<file path="src/rtl/fetch_stage.sv">
// MIPS instruction-fetch stage: owns PCF, fetches over a req/ack handshake and drives the IF/ID register.
// Optional FETCH_DELAY_SLOT_EN: branch delay slot (redirect delivered after the sequential instruction).
module fetch_stage #(
  parameter logic [31:0] RESET_PC = 32'h0000_0000
) (
  input  logic        clk,
  input  logic        reset,
  input  logic        StallF,
  input  logic        StallD,
  input  logic        PCSrcD,
  input  logic [31:0] PCBranchD,
  output logic        imem_req,
  output logic [31:0] imem_addr,
  input  logic        imem_ack,
  input  logic [31:0] imem_rdata,
  output logic [31:0] InstrD,
  output logic [31:0] PCPlus4D,
  output logic        ValidD
);

  typedef enum logic [1:0] {
    IDLE = 2'd0,
    BUSY = 2'd1,
    HOLD = 2'd2
  } state_t;

  state_t      state, state_n, after;
  logic [31:0] pcf, pcf_n, pc_plus4, seq_next;
  logic [31:0] hold, hold_n;
  logic [31:0] deliver_instr;
  logic        deliver;
  logic        redirect;
  logic        waiting;

`ifdef FETCH_DELAY_SLOT_EN
  logic        pend_valid, pend_valid_n;
  logic [31:0] pend_target, pend_target_n;
`else
  logic        drop, drop_n;
`endif

  assign pc_plus4 = pcf + 32'd4;
  assign redirect = PCSrcD & ValidD & ~StallD;
  assign waiting  = (state == BUSY) && !imem_ack;
  assign after    = StallF ? IDLE : BUSY;

`ifdef FETCH_DELAY_SLOT_EN
  assign seq_next = redirect ? PCBranchD : (pend_valid ? pend_target : pc_plus4);
`else
  assign seq_next = pc_plus4;
`endif

  always_comb begin
    state_n       = state;
    pcf_n         = pcf;
    hold_n        = hold;
    deliver       = 1'b0;
    deliver_instr = '0;
`ifdef FETCH_DELAY_SLOT_EN
    pend_valid_n  = pend_valid;
    pend_target_n = pend_target;
`else
    drop_n        = drop;
`endif

    unique case (state)
      IDLE: if (!StallF) state_n = BUSY;
      BUSY: begin
        if (imem_ack) begin
`ifndef FETCH_DELAY_SLOT_EN
          if (drop) begin
            drop_n  = 1'b0;
            state_n = after;
          end else
`endif
          if (StallD) begin
            hold_n  = imem_rdata;
            state_n = HOLD;
          end else begin
            deliver       = 1'b1;
            deliver_instr = imem_rdata;
            pcf_n         = seq_next;
            state_n       = after;
          end
        end
      end
      HOLD: begin
        if (!StallD) begin
          deliver       = 1'b1;
          deliver_instr = hold;
          pcf_n         = seq_next;
          state_n       = after;
        end
      end
      default: state_n = IDLE;
    endcase

`ifdef FETCH_DELAY_SLOT_EN
    // The delivered instruction is the delay slot; target waits until it has been acked.
    if (deliver) pend_valid_n = 1'b0;
    if (redirect && !deliver) begin
      pend_valid_n  = 1'b1;
      pend_target_n = PCBranchD;
    end
`else
    // Redirect squashes; an outstanding request still completes and its data is dropped.
    if (redirect) begin
      pcf_n         = PCBranchD;
      deliver       = 1'b0;
      deliver_instr = '0;
      if (waiting) drop_n = 1'b1;
    end
`endif
  end

  always_ff @(posedge clk) begin
    if (reset) begin
      state     <= IDLE;
      pcf       <= RESET_PC;
      hold      <= '0;
      imem_req  <= 1'b0;
      imem_addr <= RESET_PC;
      InstrD    <= '0;
      PCPlus4D  <= '0;
      ValidD    <= 1'b0;
`ifdef FETCH_DELAY_SLOT_EN
      pend_valid  <= 1'b0;
      pend_target <= '0;
`else
      drop      <= 1'b0;
`endif
    end else begin
      state    <= state_n;
      pcf      <= pcf_n;
      hold     <= hold_n;
      imem_req <= (state_n == BUSY);
      // Address stays on the bus until the ack even if PCF was redirected meanwhile.
      if (!waiting) imem_addr <= pcf_n;
      if (!StallD) begin
        ValidD <= deliver;
        InstrD <= deliver ? deliver_instr : '0;
        if (deliver) PCPlus4D <= pc_plus4;
      end
`ifdef FETCH_DELAY_SLOT_EN
      pend_valid  <= pend_valid_n;
      pend_target <= pend_target_n;
`else
      drop      <= drop_n;
`endif
    end
  end

endmodule

</file>
<file path="config.mk">
export PLATFORM = sky130hd
export DESIGN_NAME = fetch_stage
export DESIGN_NICKNAME = d
export VERILOG_FILES = /design/src/rtl/fetch_stage.sv
export SDC_FILE = /design/constraint.sdc
export NUM_CORES = 1
export LEC_CHECK = 0
export ABC_CLOCK_PERIOD_IN_PS = 2140
export BUFFER_PORTS_ARGS = -buffer_cell sky130_fd_sc_hd__buf_2
export CAP_MARGIN = 10
export CELL_PAD_IN_SITES_DETAIL_PLACEMENT = 1
export CELL_PAD_IN_SITES_GLOBAL_PLACEMENT = 2
export CORE_MARGIN = 2
export CORE_UTILIZATION = 28
export DETAILED_ROUTE_END_ITERATION = 10
export PLACE_DENSITY = 0.75
export SYNTH_ARGS = -nofsm -noshare
export SYNTH_HDL_FRONTEND = slang
export SYNTH_SLANG_ARGS = --single-unit
</file>
<file path="constraint.sdc">
create_clock -name clk -period 2.14 [get_ports clk]
set_clock_uncertainty 0.05 [all_clocks]
set_input_delay 0.428 -clock clk [delete_from_list [all_inputs] [get_ports clk]]
set_output_delay 0.428 -clock clk [all_outputs]
set_load 0.01 [all_outputs]
</file>
* After elaboration in Yosys (flattened, before gate mapping)
Index checks and enable logic that the tools add are counted.
** Storage, ports and cells
- Latch bits :: 0
- Memories kept :: 0
- Word-level logic and storage cells :: 48
- RAM bits :: 0
- Output and inout port bits :: 98
- Bits in read-only memories :: 0
- Flip-flop bits (word level) :: 165
- Input port bits :: 70
** Cells by class
- Bitwise gates (word level) :: 4
- Reduce and logical (&&, ||, !) cells :: 5
- Shift-type cells :: 0
- $add $sub $neg :: 1
- $lt $le $gt $ge :: 0
- Muxes and demuxes :: 26
- Divide/modulo/power cells :: 0
- Equal/unequal tests :: 3
- $mul :: 0
** Operator list (count)
- $mux 32 :: 8
- $pmux 32 s2 :: 2
- $add 32x3->32 const B :: 1
- $mux 2 :: 5
- $mux 1 :: 9
- $pmux 2 s3 :: 1
- $eq 2x1->1 const B :: 2
- $reduce_and 4->1 :: 1
- $and 1x1->1 :: 2
- $eq 2x2->1 const B :: 1
- $logic_not 2->1 :: 1
- $not 1->1 :: 2
- $pmux 1 s2 :: 1
- $reduce_and 2->1 :: 1
- $logic_and 1x1->1 :: 1
- $logic_not 1->1 :: 1

* Logic depth before layout (Yosys ltp)
- Depth after elaboration :: 6
- Depth in mapped cells :: 11
- Depth with buffers taken out :: 8

* Worst setup path before layout
No wires, ideal clock.
- Path type :: register to register
- From :: reg pcf[2]
- To :: reg imem_addr[20]
- Arrival time :: 2.024 ns
- Slack :: -0.072 ns
- Stages on the path, launching flop included :: 8
- Clock period less this slack :: 2.212 ns
- Path buffers :: 0
- Cells stage by stage :: dfxtp_1 ha_1 and4_1 nand3_1 nor2_1 mux2_2 a221oi_1 a211oi_1
** Between the ends
- Word-level cells in the longest chain between the ends :: 6
** Ends and longest elaborated chain
- start, declared :: line 28 : logic [31:0] pcf, pcf_n, pc_plus4, seq_next;
- start signal, assigned :: line 134 : pcf <= pcf_n;
- $add 32x3->32 * :: line 42 : assign pc_plus4 = pcf + 32'd4;
- $mux 32 * :: line 76, 88
- $mux 32 :: line 71 : if (drop) begin
- $mux 32 :: line 69 : if (imem_ack) begin
- $pmux 32 s2 * :: line 66 : unique case (state)
- $mux 32 * :: line 107 : if (redirect) begin
- end signal, assigned :: line 138 : if (!waiting) imem_addr <= pcf_n;
- end, declared :: line 13 : output logic [31:0] imem_addr,
Mark *: on every way between the ends. The rest lies on a longest branch, timed or not.
A chain may end at the register's enable or synchronous reset.

* Worst setup path in the final report
- From :: reg pcf[2]
- To :: reg imem_addr[26]
The elaborated chain is that of the path after synthesis.

==> reports/results.txt <==
Worst slew pin tran: 0.433 ns
Starting Density: 28.6%
Hold_sp: imem_rdata[5]
RSZ-0062 raised after global routing: yes
Largest net degree at the start of global routing: 49
Root Buffer: clkbuf_16
Per-cell routed wire length: 18.0 µm
Post-synthesis register bit count: 165
Clock slew at reported path FFs: 0.07 ns
Clock Sinks: 165
Critical Path End Type: flop
Post-synth EDFFs: 0
Max rail drop VDD: 0.000345 V
Sequential Power Share: 43.8%
Post-synthesis cell count: 912
Total track usage: 18.8%
Grt ovf: 0
Area Growth Syn to Fin: 42.5%
Seq/Total Area, Yosys: 44.4%
Antenna Nets Post-Route: 0
Vias per cell: 5.05
I/O Buffers: 167
Layout cells sized above 1: 36.8%
Crit path max fanout: 3
Top FF cell, synth: dfxtp_1
Vias: 7602
Combinational fraction of design power: 9.5%
Post-route minimum period: 2.11 ns
Yosys cell types: 62
Mapped Area: 7440 µm²
Finished Core Util: 40.7%
Internal power: 0.00532 W
Crit path from: pcf[2]
Leak: 4.32 nW
Max Clock Freq: 473 MHz
Mean Syn Cell Area: 8.16 µm²
Status: finished, final reports clean
PD cells: 678 nW/µm²
CTS H-tree depth: 4
Synth warnings: 0
Initial antenna violation count: 3
Final setup viols: 0
Row Count: 59
Fin Setup TNS: 0 ns
Detailed Route WL: 27100 µm
Total CTS buffers: 17
Max_cap viols: 0
HP Class: input port to flop
Setup CP Type: flop to flop
Area post-placement: 9470 µm²
Period utilization: 98.7%
Commonest non-fill, non-tap cells in the layout: buf_2, nor2_1, dfxtp_1, buf_4, nand2_1
Post-DP HPWL: 18900 µm
CTS tree: done
First DRT Iteration DRCs: 368
Core area: 26100 µm²
Required @ worst endpoint: 2.45 ns
Net count after synthesis: 987
DRC viols: 0
First-pass DRT Iterations: 4
Latest clock arrival within the worst-skew pair: 0.44 ns
Vias in the first global route: 7734
Routability cong.: 0.827
Slew Limit Fails: 0
Critical path arrival: 2.43 ns
First-pass GRT wire length: 42200 µm
IO Count: 168
Hold Violations, Final: 0
Max_slew headroom: 71.1%
Fraction of registers with async set/reset: 0%
Die footprint: 27900 µm²
Worst Setup Start Kind: flop
Fin area: 10600 µm²
Clk pwr share: 46.6%
Switching Fraction: 26.0%
Final net count: 1232
CTS max path bufs: 2
Worst r2r src: pcf[2]
Commonest non-fill, non-tap cell in the layout: buf_2
Switching power of the nets: 0.00187 W
Die X: 167 µm
Die Height: 167 µm
## cell families (layout without fill, tap and decap cells)
kind of cell	after synthesis	after routing	share of synthesized area [%]
mux	9	9	1.29
simple gates	368	368	23.6
other cells	0	1	0
flops	165	165	44.4
buf+inv	85	343	4.66
fa+ha+maj	5	5	0.840
xor+xnor	28	28	3.29
compound gates	252	252	21.9
## worst max-delay path, stage by stage (launching register included)
cell	delay, ns
dfxtp_4	0.36
ha_4	0.13
and4_4	0.24
nand3_4	0.09
or4_4	0.56
and4bb_2	0.32
a311oi_2	0.06
a211oi_2	0.22
## final timing paths
kind / depth (start not counted) / slack [ns] / end
setup reg to reg: 7 / 0.03 / imem_addr[26]
hold reg to reg: 2 / 0.41 / hold[20]
hold / removal: 3 / 0.19 / hold[5]
setup / recovery: 7 / 0.03 / imem_addr[26]
## routing by layer
| layer | track usage (%) | vias to the layer above | part of all wire [%] |
|---|---|---|---|
| li1 | - | 3726 | - |
| met1 | 23.5 | 3674 | 45 |
| met2 | 31.9 | 170 | 48 |
| met3 | 5.25 | 28 | 5.9 |
| met4 | 4.84 | 4 | 1.4 |
| met5 | 0 | - | 0.11 |
## cell usage after synthesis, types with 3 or more instances
| cell type | instances | area share, % |
|---|---|---|
| o311a_1 | 4 | 0.54 |
| and3_1 | 15 | 1.3 |
| inv_1 | 8 | 0.40 |
| nand4_1 | 6 | 0.50 |
| mux2_2 | 5 | 0.76 |
| a211oi_1 | 48 | 4.8 |
| nand2b_1 | 3 | 0.25 |
| nand2_1 | 107 | 5.4 |
| or4_4 | 3 | 0.45 |
| a21oi_1 | 98 | 6.6 |
| xnor2_1 | 14 | 1.6 |
| o21ai_0 | 20 | 1.3 |
| xor2_1 | 14 | 1.6 |
| a22oi_1 | 33 | 3.3 |
| buf_2 | 6 | 0.40 |
| nor2_1 | 148 | 7.5 |
| dfxtp_1 | 165 | 44 |
| buf_4 | 3 | 0.30 |
| nand4b_1 | 3 | 0.35 |
| and2_1 | 3 | 0.25 |
| clkbuf_1 | 64 | 3.2 |
| a21o_1 | 5 | 0.50 |
| o211ai_1 | 3 | 0.30 |
| a221oi_1 | 6 | 0.71 |
| nand3b_1 | 17 | 1.7 |
| nand3_1 | 12 | 0.81 |
| o31ai_1 | 18 | 1.8 |
| ha_1 | 5 | 0.84 |
| nor2b_1 | 8 | 0.67 |
| nor3_1 | 22 | 1.5 |
| mux2i_1 | 4 | 0.54 |
| and4_1 | 4 | 0.47 |
## through the flow
| stage | power, W | cells | hold WS [ns] | setup slack, ns |
|---|---|---|---|---|
| 2_1_floorplan | 0.00353 | 912 | 0.382 | -0.0364 |
| 3_3_place_gp | 0.00385 | 1460 | 0.389 | -0.0900 |
| 3_5_place_dp | 0.00385 | 1460 | 0.400 | -0.151 |
| 4_1_cts | 0.00724 | 1495 | 0.171 | 0.000682 |
| 5_1_grt | 0.00749 | 1505 | 0.182 | -0.0617 |
| 6_report | 0.00719 | 1506 | 0.189 | 0.0271 |
## layout make-up
class	instances	area, µm²
repair buffers	303	2050
fillers	3135	15500
well taps	335	419
clock inverters	13	184
diodes	1	2.50
clock buffers	19	443
inverters	8	35.0
multi-input cells	662	4140
flip-flops and latches	165	3340
## flip-flops by register name, indices dropped and copies added (netlist names), named ones only
name       count
pcf           32
imem_addr     32
imem_req       1
ValidD         1
state          2
hold          32
InstrD        32
PCPlus4D      32
## power groups by stage
stage	registers (W)	clock network [W]	logic, W
global route	0.00316	0.00358	0.000750
floorplan	0.00323	0	0.000295
detailed placement	0.00322	0	0.000630
global placement	0.00322	0	0.000625
CTS	0.00315	0.00344	0.000650
finish	0.00315	0.00335	0.000686
## what timing repair did
action | in CTS | in global routing
pin swaps | 3 | 34
buffers inserted | 3 | 8
cloned | 0 | 3
endpoints found under the setup margin | 35 | 80
hold buffers | 0 | 0
resized for setup | 18 | 79
Note: power is estimated with default switching activity, not from simulation.
